**config.mk**
```make
export PLATFORM = sky130hd
export DESIGN_NAME = id_ex_hazard_ctrl_flat
export DESIGN_NICKNAME = d
export VERILOG_FILES = /design/src/rtl/id_ex_hazard_ctrl_if.sv /design/src/rtl/id_ex_hazard_ctrl.sv /design/src/flat_wrapper.sv
export SDC_FILE = /design/constraint.sdc
export NUM_CORES = 1
export LEC_CHECK = 0
export ABC_AREA = 1
export CAP_MARGIN = 20
export CORE_MARGIN = 2
export CORE_UTILIZATION = 26
export CTS_CLUSTER_DIAMETER = 200
export CTS_CLUSTER_SIZE = 24
export DETAILED_ROUTE_END_ITERATION = 16
export PLACE_DENSITY = 0.87
export REMOVE_ABC_BUFFERS = 1
export SETUP_SLACK_MARGIN = 0.5
export SLEW_MARGIN = 20
export SYNTH_ARGS = -nofsm -noshare
export SYNTH_HDL_FRONTEND = slang
export SYNTH_SLANG_ARGS = --single-unit
```
**constraint.sdc**
```tcl
create_clock -name clk -period 1.1 [get_ports clk]
set_clock_uncertainty 0.15 [all_clocks]
set_input_delay 0.22 -clock clk [delete_from_list [all_inputs] [get_ports clk]]
set_output_delay 0.22 -clock clk [all_outputs]
set_load 0.03 [all_outputs]
```
**src/rtl/id_ex_hazard_ctrl_if.sv**
```systemverilog
// Hazard-control bundle between ID/EX pipeline logic and id_ex_hazard_ctrl.
// master drives hazard sources, slave (the controller) returns enables.
interface id_ex_hazard_ctrl_if #(
  parameter int CNT_W = 32
);
  logic [4:0]       id_rs1;
  logic [4:0]       id_rs2;
  logic             id_rs1_used;
  logic             id_rs2_used;
  logic             ex_mem_read;
  logic [4:0]       ex_rd;
  logic             ex_muldiv_start;
  logic             ex_mispredict;
  logic             pc_stall;
  logic             if_id_stall;
  logic             id_ex_stall;
  logic             id_ex_bubble;
  logic             if_id_flush;
  logic             id_ex_flush;
  logic             busy;
  logic [CNT_W-1:0] stall_cycles;
  logic [CNT_W-1:0] flush_count;

  modport master (
    output id_rs1, id_rs2,
    output id_rs1_used, id_rs2_used,
    output ex_mem_read, ex_rd,
    output ex_muldiv_start, ex_mispredict,
    input  pc_stall, if_id_stall,
    input  id_ex_stall, id_ex_bubble,
    input  if_id_flush, id_ex_flush,
    input  busy, stall_cycles, flush_count
  );

  modport slave (
    input  id_rs1, id_rs2,
    input  id_rs1_used, id_rs2_used,
    input  ex_mem_read, ex_rd,
    input  ex_muldiv_start, ex_mispredict,
    output pc_stall, if_id_stall,
    output id_ex_stall, id_ex_bubble,
    output if_id_flush, id_ex_flush,
    output busy, stall_cycles, flush_count
  );
endinterface

```
**src/rtl/id_ex_hazard_ctrl.sv**
```systemverilog
// ID/EX hazard controller: load-use bubble, mul/div stall, mispredict flush.
// Optional saturating perf counters enabled by HAZARD_PERF_CNT_EN.
module id_ex_hazard_ctrl #(
  parameter int MULDIV_LAT = 4,
  parameter int CNT_W      = 32
) (
  input logic                clk,
  input logic                rst,
  id_ex_hazard_ctrl_if.slave h
);

  localparam int CW = (MULDIV_LAT > 2) ?
                      $clog2(MULDIV_LAT) : 1;

  typedef enum logic {
    RUN,
    MD_WAIT
  } state_e;

  state_e          state_q;
  state_e          state_d;
  logic [CW-1:0]   md_cnt_q;
  logic [CW-1:0]   md_cnt_d;

  logic load_use;
  logic rs1_hit;
  logic rs2_hit;
  logic pc_stall;
  logic if_id_stall;
  logic id_ex_stall;
  logic id_ex_bubble;
  logic if_id_flush;
  logic id_ex_flush;
  logic busy;

  assign rs1_hit = h.id_rs1_used &
                   (h.id_rs1 == h.ex_rd);
  assign rs2_hit = h.id_rs2_used &
                   (h.id_rs2 == h.ex_rd);
  assign load_use = h.ex_mem_read &
                    (h.ex_rd != 5'd0) &
                    (rs1_hit | rs2_hit);

  always_ff @(posedge clk or posedge rst) begin
    if (rst) begin
      state_q  <= RUN;
      md_cnt_q <= '0;
    end else begin
      state_q  <= state_d;
      md_cnt_q <= md_cnt_d;
    end
  end

  always_comb begin
    state_d      = state_q;
    md_cnt_d     = md_cnt_q;
    pc_stall     = 1'b0;
    if_id_stall  = 1'b0;
    id_ex_stall  = 1'b0;
    id_ex_bubble = 1'b0;
    if_id_flush  = 1'b0;
    id_ex_flush  = 1'b0;
    busy         = 1'b0;
    if (!rst) begin
      unique case (state_q)
        RUN: begin
          if (h.ex_mispredict) begin
            if_id_flush = 1'b1;
            id_ex_flush = 1'b1;
          end else if (h.ex_muldiv_start) begin
            pc_stall    = 1'b1;
            if_id_stall = 1'b1;
            id_ex_stall = 1'b1;
            // a 2-cycle op needs only the start-cycle stall
            if (MULDIV_LAT > 2) begin
              state_d  = MD_WAIT;
              md_cnt_d = CW'(MULDIV_LAT - 2);
            end
          end else if (load_use) begin
            pc_stall     = 1'b1;
            if_id_stall  = 1'b1;
            id_ex_bubble = 1'b1;
          end
        end
        MD_WAIT: begin
          pc_stall    = 1'b1;
          if_id_stall = 1'b1;
          id_ex_stall = 1'b1;
          busy        = 1'b1;
          md_cnt_d    = md_cnt_q - CW'(1);
          if (md_cnt_d == '0) begin
            state_d = RUN;
          end
        end
        default: begin
          state_d = RUN;
        end
      endcase
    end
  end

  assign h.pc_stall     = pc_stall;
  assign h.if_id_stall  = if_id_stall;
  assign h.id_ex_stall  = id_ex_stall;
  assign h.id_ex_bubble = id_ex_bubble;
  assign h.if_id_flush  = if_id_flush;
  assign h.id_ex_flush  = id_ex_flush;
  assign h.busy         = busy;

`ifdef HAZARD_PERF_CNT_EN
  logic [CNT_W-1:0] stall_q;
  logic [CNT_W-1:0] stall_d;
  logic [CNT_W-1:0] flush_q;
  logic [CNT_W-1:0] flush_d;

  always_comb begin
    stall_d = stall_q;
    flush_d = flush_q;
    if (pc_stall && (stall_q != '1)) begin
      stall_d = stall_q + CNT_W'(1);
    end
    if (if_id_flush && (flush_q != '1)) begin
      flush_d = flush_q + CNT_W'(1);
    end
  end

  always_ff @(posedge clk or posedge rst) begin
    if (rst) begin
      stall_q <= '0;
      flush_q <= '0;
    end else begin
      stall_q <= stall_d;
      flush_q <= flush_d;
    end
  end

  assign h.stall_cycles = stall_q;
  assign h.flush_count  = flush_q;
`else
  assign h.stall_cycles = '0;
  assign h.flush_count  = '0;
`endif

  // EX is frozen during MD_WAIT, so a mispredict there is illegal
  a_no_mp_in_md: assert property (
    @(posedge clk) disable iff (rst)
    (state_q == MD_WAIT) |-> !h.ex_mispredict
  );

endmodule
```
**src/flat_wrapper.sv**
```systemverilog
// flat-port wrapper written by rule: the top's interface ports become plain ports
module id_ex_hazard_ctrl_flat 
#(
  parameter int MULDIV_LAT = 4,
  parameter int CNT_W      = 32
)
  (clk, rst, h_id_rs1, h_id_rs2, h_id_rs1_used, h_id_rs2_used, h_ex_mem_read, h_ex_rd, h_ex_muldiv_start, h_ex_mispredict, h_pc_stall, h_if_id_stall, h_id_ex_stall, h_id_ex_bubble, h_if_id_flush, h_id_ex_flush, h_busy, h_stall_cycles, h_flush_count);
  id_ex_hazard_ctrl_if #(.CNT_W(CNT_W)) h_i ();
  input logic clk;
  input logic rst;
  input wire logic [$bits(h_i.id_rs1)-1:0] h_id_rs1;
  input wire logic [$bits(h_i.id_rs2)-1:0] h_id_rs2;
  input wire logic [$bits(h_i.id_rs1_used)-1:0] h_id_rs1_used;
  input wire logic [$bits(h_i.id_rs2_used)-1:0] h_id_rs2_used;
  input wire logic [$bits(h_i.ex_mem_read)-1:0] h_ex_mem_read;
  input wire logic [$bits(h_i.ex_rd)-1:0] h_ex_rd;
  input wire logic [$bits(h_i.ex_muldiv_start)-1:0] h_ex_muldiv_start;
  input wire logic [$bits(h_i.ex_mispredict)-1:0] h_ex_mispredict;
  output wire logic [$bits(h_i.pc_stall)-1:0] h_pc_stall;
  output wire logic [$bits(h_i.if_id_stall)-1:0] h_if_id_stall;
  output wire logic [$bits(h_i.id_ex_stall)-1:0] h_id_ex_stall;
  output wire logic [$bits(h_i.id_ex_bubble)-1:0] h_id_ex_bubble;
  output wire logic [$bits(h_i.if_id_flush)-1:0] h_if_id_flush;
  output wire logic [$bits(h_i.id_ex_flush)-1:0] h_id_ex_flush;
  output wire logic [$bits(h_i.busy)-1:0] h_busy;
  output wire logic [$bits(h_i.stall_cycles)-1:0] h_stall_cycles;
  output wire logic [$bits(h_i.flush_count)-1:0] h_flush_count;
  assign h_i.id_rs1 = h_id_rs1;
  assign h_i.id_rs2 = h_id_rs2;
  assign h_i.id_rs1_used = h_id_rs1_used;
  assign h_i.id_rs2_used = h_id_rs2_used;
  assign h_i.ex_mem_read = h_ex_mem_read;
  assign h_i.ex_rd = h_ex_rd;
  assign h_i.ex_muldiv_start = h_ex_muldiv_start;
  assign h_i.ex_mispredict = h_ex_mispredict;
  assign h_pc_stall = h_i.pc_stall;
  assign h_if_id_stall = h_i.if_id_stall;
  assign h_id_ex_stall = h_i.id_ex_stall;
  assign h_id_ex_bubble = h_i.id_ex_bubble;
  assign h_if_id_flush = h_i.if_id_flush;
  assign h_id_ex_flush = h_i.id_ex_flush;
  assign h_busy = h_i.busy;
  assign h_stall_cycles = h_i.stall_cycles;
  assign h_flush_count = h_i.flush_count;
  id_ex_hazard_ctrl #(.MULDIV_LAT(MULDIV_LAT), .CNT_W(CNT_W)) u_core (.clk(clk), .rst(rst), .h(h_i));
endmodule
```
==> results.sh, run 1 <==
export IMPL_whs_ns=0.170
export IMPL_maxCapViolations=0
export IMPL_yosysTopAreaCell="buf_4"
export IMPL_dpl_cell_count=225
export IMPL_antenna_cells=0
export IMPL_yosysMostFrequentCell="buf_4"
export IMPL_synth_cell_area_um2=900
export IMPL_syn_avg_cell_area_um2=6.12
export IMPL_max_freq_ghz=0.675
export IMPL_pin_count=93
export IMPL_vias=766
export IMPL_crit_slowest_cell="dfrtp_1"
export IMPL_root_buffer="clkbuf_4"
export IMPL_clk_latency_ns=0.23
export IMPL_grt_max_degree=5
export IMPL_fillers=393
export IMPL_critPathLaunch="u_core.state_q$_DFFE_PP0N_"
export IMPL_placed_area_mm2=0.00101
export IMPL_criticalPathCategory="reg -> out"
export IMPL_hp_class="in -> async"
export IMPL_cts_max_level=1
export IMPL_ff2ff_setup_slack_ns=-0.16
export IMPL_synth_common_cells="buf_4 (66), nand2_1 (32), inv_1 (17)"
export IMPL_antenna_left=0
export IMPL_endpoint_kind="output pin"
export IMPL_synth_xor_area_share_pct=0
export IMPL_path_delay_family="flip-flops"
export IMPL_dp_slack_ns=-0.840
export IMPL_ys_warn_count=0
export IMPL_ys_types=17
export IMPL_viasPerCell=3.30
export IMPL_timing_rr_end="u_core.md_cnt_q[1]$_DFFE_PP0P_"
export IMPL_cts_tree="done"
export IMPL_yosys_register_bits=3
export IMPL_syn_to_final_growth_pct=24.1
export IMPL_die_x_um=62.8
export IMPL_path_cells="nor2_2, buf_4, a21oi_4, buf_6"
export IMPL_dp_hpwl_um=1520
export IMPL_violations="negative setup slack"
export IMPL_portBuffers=28
export IMPL_reg2reg_depth=6
export IMPL_clkSinkCount=3
export IMPL_slew_viol_final=0
export IMPL_synth_seq_area_share_pct=8.34
export IMPL_fin_util_pct=33.4
export IMPL_grt_pass1_vias=610
export IMPL_cts_buffers=3
export IMPL_min_period_over_period_pct=135
export IMPL_layout_drive_gt1_share_pct=28.5
export IMPL_synthFlopType="dfrtp_1"
export IMPL_arrival_ns=1.11
export IMPL_clockBufferDepth=2
export IMPL_drc=0
export IMPL_setup_ws_ns=-0.382
export IMPL_cts_clk_slew_worst_paths_ns=0.04
export IMPL_grt_pass1_wl_um=2460
export IMPL_overflow=0
export IMPL_synth_compound_area_share_pct=4.17
export IMPL_finalHoldViolCount=0
export IMPL_synth_area_leaders="buf_4 (55%), nand2_1 (13%), dfrtp_1 (8.3%), inv_1 (7.1%), nor2_1 (5.4%)"
export IMPL_syn_instance_count=147
export IMPL_ff_latch_area_um2=75.1
export IMPL_fin_cells=232
export IMPL_dr_pass1_iters=4
export IMPL_max_vdd_ir_drop_uv=267
export IMPL_drtIter0Drc=8
export IMPL_synth_simple_gate_area_share_pct=22.7
export IMPL_gp_congestion=0.717
export IMPL_rsz0062_at_grt="yes"
export IMPL_fin_area_mm2=0.00112
export IMPL_wirelength_um=1810
export IMPL_wl_per_cell_um=7.78
export IMPL_p_leak_nw=0.704
export IMPL_antenna_found_initial=0
export IMPL_final_nets=210
export IMPL_fin_crit_ns=1.48
export IMPL_start_kind="flip-flop"
export IMPL_setup_viol=10
export IMPL_synth_fa_ha_area_share_pct=1.39
export IMPL_multi_input_area_um2=553
export IMPL_critPathRequiredTime_ns=0.73
export IMPL_muxShareOfSynthArea_pct=0
export IMPL_core_area_mm2=0.00334
export IMPL_die_area_mm2=0.00395
export IMPL_cp_num_buf_inv=2
export IMPL_fp_row_count=21
export IMPL_initial_core_util_pct=27.0
export IMPL_synth_edff_count=0
export IMPL_die_h_um=62.8
export IMPL_power_density_mw_per_mm2=1080
export IMPL_crit_path_max_fanout=3
export IMPL_synth_top_family_by_area="buffers and inverters"
export IMPL_async_flop_share_pct=100
export IMPL_grt_usage_pct=7.92
export IMPL_synth_top_area_share_pct=55.1
export IMPL_critical_path_max_stage_delay_ns=0.37
export IMPL_outcome="finished, violations left"
export IMPL_reg2reg_from="u_core.state_q$_DFFE_PP0N_"
[report_power, final]
part / leakage, nW / total [mW] / switching [mW] / internal [mW]
Clock: 0.0150 / 0.194 / 0.0581 / 0.136
Sequential: 0.0358 / 0.178 / 0.0248 / 0.153
Combinational: 0.653 / 0.839 / 0.558 / 0.281
Total: 0.704 / 1.21 / 0.640 / 0.570
[metal layers]
layer / global-route usage [%] / up-vias / wire length, µm
li1: - / 381 / -
met1: 7.38 / 338 / 586
met2: 16.3 / 44 / 1060
met3: 0.541 / 3 / 141
met4: 5.00 / 0 / 21
met5: 0 / - / 0
[cell type report]
| cell class | instances | area share [%] |
|---|---|---|
| Multi-Input combinational cell | 122 | 49.6 |
| Timing Repair Buffer | 38 | 29.8 |
| Sequential cell | 3 | 6.73 |
| Inverter | 19 | 6.39 |
| Tap cell | 46 | 5.16 |
| Clock buffer | 4 | 2.35 |
[placed cells by master, fill, tap and decap left out, drive strengths merged]
cell,instances
nand3,2
buf,32
nand2,33
a221oi,1
dlygate4sd2,4
nand4,1
a21oi,2
o21ai,3
clkdlybuf4s15,2
inv,19
ha,1
conb,64
clkbuf,4
dfrtp,3
nor2,14
or2,1
[state kept, by name, summed over array words and instances (netlist names)]
name             cells
u_core.md_cnt_q      2
u_core.state_q       1
[metrics by stage]
stage,power [mW],TNS [ns]
floorplan,0.652,-3.22
detailed placement,0.886,-5.53
finish,1.21,-2.88
CTS,1.12,-2.99
global route,1.30,-3.40
global placement,0.862,-5.33
[worst min-delay path: cells and delay by family]
family,cells,cell delay (ns)
buffers and inverters,4,0.66
[worst max-delay path by stage]
| stage | slack, ns | depth (start not counted) | endpoint |
|---|---|---|---|
| after floorplan | -0.55 | 3 | h_id_ex_flush |
| after global placement | -0.84 | 10 | h_if_id_stall |
| after detailed placement | -0.84 | 10 | h_if_id_stall |
| after CTS | -0.40 | 5 | h_if_id_stall |
| after global routing | -0.43 | 5 | h_pc_stall |
| final | -0.38 | 4 | h_if_id_stall |
[repair_timing]
action	in CTS	in global routing
hold buffers	0	0
gates resized for setup	90	17
setup buffers	0	3
endpoints found under the setup margin	13	10
pin swaps	27	10
[cell families (layout without fill, tap and decap cells)]
kind of cell               after synthesis  after routing
buffers and inverters                   85             61
and+or+nand+nor                         51             51
AOI/OAI and AO/OA                        6              6
DFF                                      3              3
adders and majority gates                1              1
other                                    1             64
(Power assumes the default switching activity.)
==> run 2: changes to the inputs <==
CAP_MARGIN = default   (was 20)
CORE_MARGIN = default   (was 2)
==> run 2 against run 1 <==
Effect of this change:
- the run still ends with negative setup slack left
- sequential share of layout area fell by 0.39 points
- global-route usage rose by 1.3 points
- sequential power barely moved
- routed wire length fell by 6.2%
- register-to-register slack got worse by 0.10 ns
- cell area rose by 6.2%
- utilization rose by 3.8 points
- non-clock buffer count rose by 3
==> results.sh, run 2 (synthesis gave the netlist of run 1 again) <==
export IMPL_clk_latency_ns=0.24
export IMPL_min_period_over_period_pct=135
export IMPL_antenna_found_initial=0
export IMPL_final_nets=213
export IMPL_grt_max_degree=5
export IMPL_ctsHoldBuffers=0
export IMPL_viasPerCell=3.26
export IMPL_power_frac_comb_pct=70.1
export IMPL_endpoint_kind="output pin"
export IMPL_fin_util_pct=37.3
export IMPL_cts_clk_slew_worst_paths_ns=0.04
export IMPL_p_switching_mw=0.672
export IMPL_outcome="finished, violations left"
export IMPL_gp_congestion=0.702
export IMPL_wirelength_um=1690
export IMPL_drc=0
export IMPL_arrival_ns=1.11
export IMPL_grt_usage_pct=9.21
export IMPL_die_h_um=60.8
export IMPL_seqPwrFrac_pct=14.0
export IMPL_root_buffer="clkbuf_4"
export IMPL_start_kind="flip-flop"
export IMPL_registers_top_by_ff_count="u_core.md_cnt_q"
export IMPL_die_x_um=60.8
export IMPL_switching_share_pct=52.3
export IMPL_layout_drive_gt1_share_pct=33.9
export IMPL_cts_buffers=3
export IMPL_core_area_mm2=0.00318
export IMPL_maxCapViolations=0
export IMPL_portBuffers=28
export IMPL_slew_viol_final=0
export IMPL_violations="negative setup slack"
export IMPL_syn_to_final_growth_pct=31.7
export IMPL_clockPowerShare_pct=15.9
export IMPL_dr_pass1_iters=4
export IMPL_finalHoldViolCount=0
export IMPL_cts_tree="done"
export IMPL_pin_count=93
export IMPL_die_area_mm2=0.00370
export IMPL_wl_per_cell_um=7.27
export IMPL_setup_ws_ns=-0.380
export IMPL_antenna_cells=0
export IMPL_fp_row_count=20
export IMPL_max_vdd_ir_drop_uv=272
export IMPL_clkSinkCount=3
export IMPL_largest_reg_flops=2
export IMPL_p_int_mw=0.612
export IMPL_criticalPathCategory="reg -> out"
export IMPL_top_regs="u_core.md_cnt_q x2, u_core.state_q x1"
export IMPL_max_freq_ghz=0.676
export IMPL_final_cell_mix="conb_1 (64), nand2_1 (27), buf_6 (20), inv_1 (10)"
export IMPL_whs_ns=0.103
export IMPL_critPathRequiredTime_ns=0.73
export IMPL_grt_pass1_wl_um=2420
export IMPL_crit_path_max_fanout=2
export IMPL_p_leak_nw=0.733
export IMPL_drtIter0Drc=16
export IMPL_overflow=0
export IMPL_layout_commonest_cell="conb_1"
export IMPL_setup_viol=10
export IMPL_grt_pass1_vias=613
export IMPL_clockBufferDepth=2
export IMPL_initial_core_util_pct=28.3
export IMPL_fin_crit_ns=1.48
export IMPL_antenna_left=0
export IMPL_hp_class="in -> async"
export IMPL_vias=760
export IMPL_rsz0062_at_grt="yes"
export IMPL_power_density_mw_per_mm2=1080
export IMPL_cts_max_level=1
export IMPL_dp_hpwl_um=1320
run 2: power by group through the flow:
stage | Combinational [mW] | Clock (mW) | Sequential (mW)
final | 0.901 | 0.204 | 0.179
after global routing | 0.965 | 0.231 | 0.181
after CTS | 0.866 | 0.204 | 0.176
after detailed placement | 0.697 | 0 | 0.175
after global placement | 0.685 | 0 | 0.171
after floorplan | 0.480 | 0 | 0.172
run 2: final cells by class:
cell class,instances,area (µm²)
Clock buffer,4,26.3
Fill cell,344,1990
Inverter,19,76.3
Multi-Input combinational cell,122,558
Sequential cell,3,75.1
Tap cell,44,55.1
Timing Repair Buffer,41,394
run 2: metrics by stage:
stage	power [mW]	setup WS (ns)	setup TNS, ns	instance area (µm²)	instances
after floorplan	0.652	-0.548	-3.22	641	144
after global placement	0.856	-0.866	-5.39	1010	223
after detailed placement	0.872	-0.879	-5.56	1010	223
after CTS	1.25	-0.387	-2.93	1150	232
after global routing	1.38	-0.434	-3.52	1180	233
final	1.28	-0.380	-3.03	1180	233
run 2: final timing paths:
path	cells after the start	slack (ns)	from	to
max reg2reg	6	-0.26	u_core.state_q$_DFFE_PP0N_	u_core.state_q$_DFFE_PP0N_
min in group clk	3	0.28	rst	u_core.state_q$_DFFE_PP0N_
min	4	0.10	rst	u_core.md_cnt_q[0]$_DFFE_PP0P_
max	5	-0.38	u_core.state_q$_DFFE_PP0N_	h_id_ex_stall
max in group asynchronous	4	0.59	rst	u_core.state_q$_DFFE_PP0N_
min reg2reg	2	0.37	u_core.md_cnt_q[1]$_DFFE_PP0P_	u_core.md_cnt_q[1]$_DFFE_PP0P_
run 2: what timing repair did:
item	in CTS	in global routing
resized for setup	112	8
endpoints found under the setup margin	13	10
buffers inserted	5	1
pin swaps	34	17
run 2: routing by layer:
metal | wire length (µm) | part of all wire [%] | GRT usage (%) | vias to the layer above
met2 | 901 | 53 | 15.2 | 49
met3 | 149 | 8.8 | 2.99 | 4
met5 | 0 | 0 | 0 | -
li1 | - | - | - | 392
met1 | 609 | 36 | 9.16 | 315
met4 | 34 | 2.0 | 8.44 | 0
run 2: worst max-delay path, stage by stage, from the launching register on:
cell and delay, ns:
dfrtp_1 0.37, inv_2 0.07, nand2_4 0.07, nand2_4 0.06, nor2_2 0.14, buf_6 0.15
==> run 3: changes to the inputs <==
GPL_TIMING_DRIVEN = 0   (was default)
==> run 3 against run 2 <==
Effect of this change:
- the flow finishes with violations (negative hold slack, negative setup slack)
- worst hold slack got worse by 0.30 ns
- total power decreased by 13%
- critical path depth up 1
- sequential share of layout area increased by 0.72 points
- combinational power fell by 17%
- cell area shrank 10%
- clock power down 9%
- clock-buffer cell count did not move
- routed wire length is 4.1% lower
- highest routed layer unchanged
==> results.sh, run 3 (synthesis gave the netlist of run 1 again) <==
export IMPL_clockBufferDepth=2
export IMPL_fp_row_count=20
export IMPL_grt_usage_pct=8.02
export IMPL_total_power_mw=1.11
export IMPL_grt_max_degree=5
export IMPL_rsz0062_at_grt="yes"
export IMPL_top_regs="u_core.md_cnt_q x2, u_core.state_q x1"
export IMPL_antenna_found_initial=0
export IMPL_fin_util_pct=33.5
export IMPL_highest_layer="met4"
export IMPL_p_leak_nw=0.683
export IMPL_max_vdd_ir_drop_uv=291
export IMPL_drc=0
export IMPL_wl_met1_um=559
export IMPL_violations="negative hold slack, negative setup slack"
export IMPL_endpoint_kind="output pin"
export IMPL_power_density_mw_per_mm2=1050
export IMPL_cts_tree="done"
export IMPL_cts_buffers=3
export IMPL_slew_viol_final=0
export IMPL_wl_per_cell_um=7.18
export IMPL_layout_drive_gt1_share_pct=26.9
export IMPL_gp_congestion=0.754
export IMPL_die_x_um=60.8
export IMPL_antenna_cells=0
export IMPL_pin_count=93
export IMPL_cts_clk_slew_worst_paths_ns=0.04
export IMPL_dr_pass1_iters=4
export IMPL_maxCapViolations=0
export IMPL_largest_reg_flops=2
export IMPL_start_kind="input pin"
export IMPL_wirelength_um=1620
export IMPL_dp_hpwl_um=1270
export IMPL_initial_core_util_pct=28.3
export IMPL_portBuffers=28
export IMPL_fillers=355
export IMPL_die_area_mm2=0.00370
export IMPL_max_freq_ghz=0.665
export IMPL_hp_class="in -> async"
export IMPL_cts_max_level=1
export IMPL_clkSinkCount=3
export IMPL_criticalPathCategory="in -> out"
export IMPL_layout_commonest_cell="conb_1"
export IMPL_registers_top_by_ff_count="u_core.md_cnt_q"
export IMPL_min_period_over_period_pct=137
export IMPL_overflow=0
export IMPL_whs_ns=-0.197
export IMPL_root_buffer="clkbuf_4"
export IMPL_drtIter0Drc=4
export IMPL_outcome="finished, violations left"
export IMPL_setup_viol=10
export IMPL_die_h_um=60.8
export IMPL_setup_ws_ns=-0.404
export IMPL_antenna_left=0
export IMPL_syn_to_final_growth_pct=18.2
export IMPL_clk_latency_ns=0.23
export IMPL_dpl_cell_count=216
export IMPL_core_area_mm2=0.00318
export IMPL_wl_met3_um=158
export IMPL_viasPerCell=3.33
export IMPL_finalHoldViolCount=3
export IMPL_grt_pass1_wl_um=2190
export IMPL_wl_met2_um=889
export IMPL_critPathRequiredTime_ns=0.73
export IMPL_final_nets=206
export IMPL_vias=753
export IMPL_final_cell_mix="conb_1 (64), nand2_1 (30), inv_1 (12), buf_6 (12)"
export IMPL_grt_pass1_vias=558
export IMPL_fin_crit_ns=1.50
export IMPL_fin_tns_setup_ns=-3.09
export IMPL_crit_path_max_fanout=2
export IMPL_fin_cells=226
export IMPL_arrival_ns=1.13
-- run 3: final timing paths --
| check | cells past startpoint | endpoint | slack (ns) | start |
|---|---|---|---|---|
| hold reg to reg | 1 | u_core.md_cnt_q[0]$_DFFE_PP0P_ | 0.35 | u_core.md_cnt_q[0]$_DFFE_PP0P_ |
| min in group clk | 3 | u_core.state_q$_DFFE_PP0N_ | 0.25 | rst |
| setup / recovery | 6 | h_id_ex_bubble | -0.40 | h_ex_mispredict |
| setup reg to reg | 6 | u_core.md_cnt_q[1]$_DFFE_PP0P_ | -0.22 | u_core.state_q$_DFFE_PP0N_ |
| hold / removal | 2 | u_core.state_q$_DFFE_PP0N_ | -0.20 | rst |
| max in group asynchronous | 2 | u_core.md_cnt_q[1]$_DFFE_PP0P_ | 0.82 | rst |
-- run 3: final cells by class --
cell class | count | area, µm² | area share [%]
flip-flops and latches | 3 | 75.1 | 7.06
repair buffers | 34 | 289 | 27.2
multi-input cells | 122 | 544 | 51.2
well taps | 44 | 55.1 | 5.18
inverters | 19 | 73.8 | 6.94
clock buffers | 4 | 26.3 | 2.47
-- run 3: metrics by stage --
step           hold WS [ns]  instance area, µm²  worst slack [ns]
6_report             -0.197                1060            -0.404
5_1_grt              -0.184                1060            -0.445
4_1_cts             -0.0354                1060            -0.403
3_5_place_dp          0.334                 976             -1.37
3_3_place_gp          0.315                 976             -1.36
2_1_floorplan        -0.168                 641            -0.548
-- run 3: timing repair --
| item | in CTS | in global routing |
|---|---|---|
| buffers inserted | 6 | 0 |
| pin swaps | 29 | 7 |
| setup endpoints to repair | 10 | 10 |
| gates resized for setup | 139 | 4 |
| hold endpoints to repair | 3 | 3 |
-- run 3: layer usage --
layer  GRT usage (%)  vias up
li1                -      375
met1            7.89      323
met3            1.49        2
met4            2.92        0
met2            16.3       53
met5               0        -
-- run 3: where the power goes --
part | switching, mW | internal [mW]
clock | 0.0496 | 0.135
sequential | 0.0315 | 0.153
combinational | 0.526 | 0.218
-- run 3: critical path, stage by stage --
cell	delay, ns
dlygate4sd2_1	0.28
or2_4	0.27
inv_1	0.06
nand2_1	0.05
nor2_1	0.09
buf_4	0.17
